[src/rtl/id_ex_stage_reg.sv]
// ID/EX pipeline register with load-use hazard detection, flush handling and
// a saturating load-use bubble counter.
module id_ex_stage_reg #(
  parameter int unsigned DATA_W = 32,
  parameter int unsigned PC_W   = 32,
  parameter int unsigned CNT_W  = 16
) (
  input  logic              clk,
  input  logic              reset,
  input  logic              id_valid,
  input  logic [9:0]        id_ctrl,
  input  logic [PC_W-1:0]   id_pc,
  input  logic [DATA_W-1:0] id_rd1,
  input  logic [DATA_W-1:0] id_rd2,
  input  logic [DATA_W-1:0] id_imm,
  input  logic [4:0]        id_rs1,
  input  logic [4:0]        id_rs2,
  input  logic [4:0]        id_rd,
  input  logic [2:0]        id_funct3,
  input  logic [6:0]        id_funct7,
  input  logic              flush,
  output logic              ex_valid,
  output logic [9:0]        ex_ctrl,
  output logic [PC_W-1:0]   ex_pc,
  output logic [DATA_W-1:0] ex_rd1,
  output logic [DATA_W-1:0] ex_rd2,
  output logic [DATA_W-1:0] ex_imm,
  output logic [4:0]        ex_rs1,
  output logic [4:0]        ex_rs2,
  output logic [4:0]        ex_rd,
  output logic [2:0]        ex_funct3,
  output logic [6:0]        ex_funct7,
  output logic              hazard_stall,
  output logic [CNT_W-1:0]  bubble_count
);

  logic              r_valid;
  logic [9:0]        r_ctrl;
  logic [PC_W-1:0]   r_pc;
  logic [DATA_W-1:0] r_rd1;
  logic [DATA_W-1:0] r_rd2;
  logic [DATA_W-1:0] r_imm;
  logic [4:0]        r_rs1;
  logic [4:0]        r_rs2;
  logic [4:0]        r_rd;
  logic [2:0]        r_funct3;
  logic [6:0]        r_funct7;
  logic [CNT_W-1:0]  r_bubble_count;

  logic w_uses_rs1;
  logic w_uses_rs2;
  logic w_ex_is_load;
  logic w_load_use;

  // Operand usage of the ID instruction and load-use detection against EX.
  always_comb begin
    // JAL reads no register; R-type, store and branch also read rs2.
    w_uses_rs1   = ~id_ctrl[0];
    w_uses_rs2   = ~id_ctrl[9] | id_ctrl[5] | id_ctrl[2];
    w_ex_is_load = r_valid & r_ctrl[6] & (r_rd != 5'd0);
    w_load_use   = w_ex_is_load & id_valid &
                   ((w_uses_rs1 & (id_rs1 == r_rd)) | (w_uses_rs2 & (id_rs2 == r_rd)));
    // A flush kills the ID instruction anyway, so upstream need not hold.
    hazard_stall = w_load_use & ~flush;
  end

  // Pipeline register: flush and load-use both insert an all-zero bubble.
  always_ff @(posedge clk or negedge reset) begin
    if (!reset) begin
      r_valid        <= 1'b0;
      r_ctrl         <= '0;
      r_pc           <= '0;
      r_rd1          <= '0;
      r_rd2          <= '0;
      r_imm          <= '0;
      r_rs1          <= '0;
      r_rs2          <= '0;
      r_rd           <= '0;
      r_funct3       <= '0;
      r_funct7       <= '0;
      r_bubble_count <= '0;
    end else if (flush || w_load_use) begin
      r_valid  <= 1'b0;
      r_ctrl   <= '0;
      r_pc     <= '0;
      r_rd1    <= '0;
      r_rd2    <= '0;
      r_imm    <= '0;
      r_rs1    <= '0;
      r_rs2    <= '0;
      r_rd     <= '0;
      r_funct3 <= '0;
      r_funct7 <= '0;
      // Only load-use bubbles are counted; the counter saturates.
      if (!flush && (r_bubble_count != {CNT_W{1'b1}})) begin
        r_bubble_count <= r_bubble_count + 1'b1;
      end
    end else begin
      r_valid  <= id_valid;
      r_ctrl   <= id_valid ? id_ctrl : 10'd0;
      r_pc     <= id_pc;
      r_rd1    <= id_rd1;
      r_rd2    <= id_rd2;
      r_imm    <= id_imm;
      r_rs1    <= id_rs1;
      r_rs2    <= id_rs2;
      r_rd     <= id_rd;
      r_funct3 <= id_funct3;
      r_funct7 <= id_funct7;
    end
  end

  assign ex_valid     = r_valid;
  assign ex_ctrl      = r_ctrl;
  assign ex_pc        = r_pc;
  assign ex_rd1       = r_rd1;
  assign ex_rd2       = r_rd2;
  assign ex_imm       = r_imm;
  assign ex_rs1       = r_rs1;
  assign ex_rs2       = r_rs2;
  assign ex_rd        = r_rd;
  assign ex_funct3    = r_funct3;
  assign ex_funct7    = r_funct7;
  assign bubble_count = r_bubble_count;

endmodule

[config.mk]
export PLATFORM = sky130hd
export DESIGN_NAME = id_ex_stage_reg
export DESIGN_NICKNAME = d
export VERILOG_FILES = /design/src/rtl/id_ex_stage_reg.sv
export SDC_FILE = /design/constraint.sdc
export NUM_CORES = 1
export LEC_CHECK = 0
export ABC_AREA = 1
export CORE_AREA = 2 2 134 136
export DETAILED_ROUTE_END_ITERATION = 8
export DIE_AREA = 0 0 136 138
export DONT_BUFFER_PORTS = 1
export HOLD_SLACK_MARGIN = 0.12
export PLACE_DENSITY = 0.56
export SKIP_LAST_GASP = 1
export SLEW_MARGIN = 20
export SYNTH_ARGS = -nofsm -noshare
export SYNTH_HDL_FRONTEND = slang
export SYNTH_SLANG_ARGS = --single-unit
[constraint.sdc]
create_clock -name clk -period 1.77 [get_ports clk]
set_input_delay 0.354 -clock clk [delete_from_list [all_inputs] [get_ports clk]]
set_output_delay 0.354 -clock clk [all_outputs]
set_load 0.005 [all_outputs]
## Word level (Yosys, flattened, before mapping)

Cells that the tools add are included.

| storage, ports and cells | value |
|---|---|
| word-level logic and storage cells | 46 |
| register bits | 180 |

| cells by class | value |
|---|---|
| add/sub/neg operators | 1 |
| muxes and demuxes | 12 |
| equal/unequal tests | 3 |
| bitwise operators | 13 |
| reduce and logical (&&, ||, !) cells | 5 |

Operators with widths:

| kind | count |
|---|---|
| two-way mux 32 bit | 4 |
| two-way mux 10 bit | 2 |
| adder 16 x 1 -> 16 bit, second input constant | 1 |
| != test 16 bit, second input constant | 1 |
| two-way mux 5 bit | 3 |
| == test 5 bit | 2 |
| bitwise AND 1 bit | 7 |
| two-way mux 7 bit | 1 |
| nonzero test 5 bit | 1 |
| two-way mux 3 bit | 1 |
| inverter 1 bit | 3 |
| bitwise OR 1 bit | 3 |
| AND reduction 2 bit | 1 |
| logical AND 1 bit | 1 |
| logical NOT 1 bit | 1 |
| logical OR 1 bit | 1 |
| two-way mux 1 bit | 1 |

## Depth between registers and ports, before layout

| logic depth | value |
|---|---|
| word-level depth | 8 |
| depth in mapped cells | 11 |
| gate-level depth less buffers | 10 |

## Worst setup path after synthesis

No wires, ideal clock.

| timing path | value |
|---|---|
| path kind | register -> register |
| start point | register r_bubble_count[0], in the netlist bubble_count[0] |
| end point | register r_bubble_count[7], in the netlist bubble_count[7] |
| data required time | 1.652 ns |
| library setup time | 0.118 ns |
| setup slack | 0.216 ns |
| period minus slack after synthesis | 1.554 ns |
| data arrival time | 1.436 ns |
| stages on the path, launching flop included | 8 |
| cells stage by stage | dfrtp_1 ha_1 nand3_2 nor3_4 a31oi_2 buf_2 nand3_1 nand2_1 |

| on the way | value |
|---|---|
| word-level cells in the longest chain between the ends | 3 |
| elaborated cells between the ends (all ways) | 4 |
| those cells by class | add/sub (1); eq/ne (1); reduce/logical (2) |

Ends and longest elaborated chain:

| item | RTL line | text |
|---|---|---|
| from (decl) | 48 | `logic [CNT_W-1:0] r_bubble_count;` |
| from (signal assigned) | 96 | `r_bubble_count <= r_bubble_count + 1'b1;` |
| parallel branches: the longest is 3 deep, another holds adder 16 x 1 -> 16 bit | -- |  |

Several ways; the timed one is not identified.
A chain may end at the register's enable or synchronous reset.

## Worst setup path after layout

| timing path | value |
|---|---|
| start point | register r_rd[2], in the netlist ex_rd[2] |
| end point | output port hazard_stall |

| on the way | value |
|---|---|
| word-level cells in the longest chain between the ends | 5 |
| elaborated cells between the ends (all ways) | 10 |
| those cells by class | eq/ne (2); bitwise (7); reduce/logical (1) |

Ends and longest elaborated chain:

| item | RTL line | text |
|---|---|---|
| from (decl) | 45 | `logic [4:0] r_rd;` |
| from (signal assigned) | 107 | `r_rd <= id_rd;` |
| == test 5 bit / nonzero test 5 bit (equally long branches) | 62, 60 |  |
| bitwise AND 1 bit, on equally long branches | 62, 60 |  |
| bitwise OR 1 bit / bitwise AND 1 bit (equally long branches) | 62, 61 |  |
| bitwise AND 1 bit * | 61 | `w_load_use = w_ex_is_load & id_valid &` |
| bitwise AND 1 bit * | 64 | `hazard_stall = w_load_use & ~flush;` |
| to (decl) | 33 | `output logic hazard_stall,` |

Every way passes the cells marked *; elsewhere a longest branch is shown, timed or not.

==> qor.csv <==
metric,value,unit
status,"complete, but fails checks",
failing checks,"negative hold slack, negative setup slack",
Worst-Skew Late Latency,0.43,ns
worst hold slack,-0.3911,ns
Syn-to-layout area delta,42.96,%
Critical Path AT,1.56,ns
via count,5174,
nets,1061,
RD Place Congestion,0.8708,
core area,17530,um^2
Final ANT Viol Nets,0,
hold buffer count at CTS,161,
vias in the first global route,5487,
post-route minimum period,1.919,ns
Post-Syn Nets,867,
DIE AREA,18770,um^2
max cap viols,0,
Worst EP required,1.42,ns
first-pass GRT wire length,29700,um
worst r2r src,ex_rd[4],
post-DR vias/cell,4.559,
Synth cell types,22,
clock tree buffer depth,2,
DR iter-0 viols,229,
#FFs+latches synth,180,
VDD IR max,666.5,uV
CTS tree,yes,
final core utilization,54.45,%
ant diodes,0,
"Period Utilization, post-route",108.4,%
Die Span X,136,um
R2R depth,11,
Clock Sink Count,180,
DP Wirelength,12020,um
Die Y,138,um
routed length per instance,17.59,um
Post-synth top flop,dfrtp_1,
asr flop ratio synth,100.0,%
Worst-Margin Slew,0.3859,ns
Ports,348,
Post-Route WL,19970,um
final worst slack,-0.1488,ns
"Avg Cell Area, Syn",9.555,um^2
Final Total Pwr,10.17,mW
largest net degree at the start of global routing,181,
CP Capture Type,output port,
Pleak,5.172,nW
number of flops mapped to enable cells by yosys,0,
setup violators final,136,
gr usage total,20.86,%
root buffer cell,clkbuf_16,
CP max FO,4,
unrepaired setup endpoints after global routing,yes,
CP startpoint kind,flip-flop,
PwrDens,1065,nW/um^2
Syn Inst Count,699,
clock buffer count from CTS,17,
Clock transition at path regs,0.08,ns
reg2reg setup slack,-0.10,ns
Ys Warns,0,
number of remaining DRC errors,0,
clk_skew,0.01125,ns
H-tree Lvls,4,
count of pins over their slew limit,0,
num rows,49,
critical path class,reg -> out,
Slew headroom,74.08,%
share of cells above drive strength 1,10.49,%
initial antenna violation count,0,
Port Buffer Count,0,
Fin. Hold Viols,180,
FF-to-FF End,ex_imm[4],
Post-Syn Area,6679,um^2
TritonRoute pass-1 iters,4,
part of the Yosys area used for sequential elements,67.44,%
hold crit path type,in -> async,
Peak Freq,521.2,MHz
grt ovf,0,
Starting Density,38.09,%
synthesized netlist by cell type, drive strengths merged, types with 2 or more instances:
cell	instances	area, um^2
nor3	8	56.31
nand2	92	347.8
xor2	8	70.07
nand3	28	145.1
nor2	180	675.7
buf	22	143.9
dfrtp	180	4504
inv	171	641.9
nand4	2	18.77
xnor2	4	35.03
registers in the layout, summed over array words and instances, names as in the netlist:
name,cells
bubble_count,16
ex_ctrl,10
ex_funct3,3
ex_funct7,7
ex_imm,32
ex_pc,32
ex_rd,5
ex_rd1,32
ex_rd2,32
ex_rs1,5
ex_rs2,5
ex_valid,1
final cells by class:
class                      instances  area, um^2
fill                            1456        7986
tap                              229       286.5
multi-input combinational        327        1461
sequential                       180        4506
clock inverter                    15       176.4
inverter                         171       641.9
timing repair buffer             196        2051
clock buffer                      17       425.4
layer usage:
metal,vias to the layer above,GRT usage (%),routed length [um]
met4,0,8.772,677
met5,-,0,0
met2,252,35.39,10110
met1,2509,24.27,7682
li1,2363,-,-
met3,50,6.527,1496
placed cells by master, fill, tap and decap left out, types with 2 or more instances in the layout:
master         netlist  routed
nand3_1             27      27
nor2_2               0       8
clkbuf_16            0      19
inv_2                6       6
nor2_1             180     171
nand2_1             91      87
inv_1              165     165
buf_16               0       4
inv_6                0       2
dfrtp_1            180     179
buf_12               0       4
nand2_2              1       3
buf_4               11      23
xor2_1               8       8
xnor2_1              4       4
dlygate4sd3_1        0     161
nor3_1               6       5
nand2_4              0       2
clkinv_8             0       4
nor3_2               1       2
inv_8                0       5
how the worst max path moves through the flow:
stage                               start         endpoint  slack [ns]  cells past startpoint
after floorplan           bubble_count[0]  bubble_count[7]        0.22                      7
after global placement           ex_rd[0]       ex_rd2[13]        0.08                     10
after detailed placement         ex_rd[3]        ex_pc[30]      -0.004                     10
after CTS                        ex_rd[1]     hazard_stall       -0.12                      8
after global routing             ex_rd[2]     hazard_stall       -0.22                      8
final                            ex_rd[2]     hazard_stall       -0.15                      8
report_power, final:
part / total [mW] / internal (mW) / switching [mW] / leakage (nW)
Combinational: 1.75 / 0.834 / 0.912 / 2.59
Clock: 3.78 / 1.92 / 1.86 / 0.292
Sequential: 4.64 / 4.39 / 0.252 / 2.29
Total: 10.2 / 7.14 / 3.03 / 5.17
what timing repair did:
action / CTS / global route
endpoints found under the hold margin: 343 / 180
setup endpoints to repair: 5 / 167
pin swaps: 6 / 9
buffers inserted: 4 / 7
gates cloned: 2 / 3
gates resized for setup: 7 / 17
stage by stage:
stage               cell area, um^2  setup TNS [ns]  hold WS, ns  instances  setup WS (ns)
finish                         9548          -5.707      -0.3911       1135        -0.1488
floorplan                      6679               0      0.05841        699         0.2163
global route                   9548          -16.29      -0.4292       1135        -0.2173
global placement               7036               0      0.06148        926        0.07548
detailed placement             7036       -0.008924      0.06107        926      -0.004433
CTS                            9376          -5.012      -0.4109       1125        -0.1219
critical path, stage by stage (launching register included):
cell     delay, ns
dfrtp_1       0.45
inv_2         0.08
nand2_2       0.08
nand2_2       0.05
nor2_1        0.09
nand3_1       0.11
nand2_2       0.12
nand2_4       0.06
nor2_4        0.09
kinds of logic (layout without fill, tap and decap cells):
logic type,after synthesis,after routing,share of synthesized area [%]
adders and majority gates,1,1,0.1873
AOI/OAI and AO/OA,2,2,0.2997
and+or+nand+nor,311,312,18.73
DFF,180,180,67.44
xor gates and xnor gates,12,12,1.574
buffers and inverters,193,399,11.76
(Power assumes the default switching activity.)
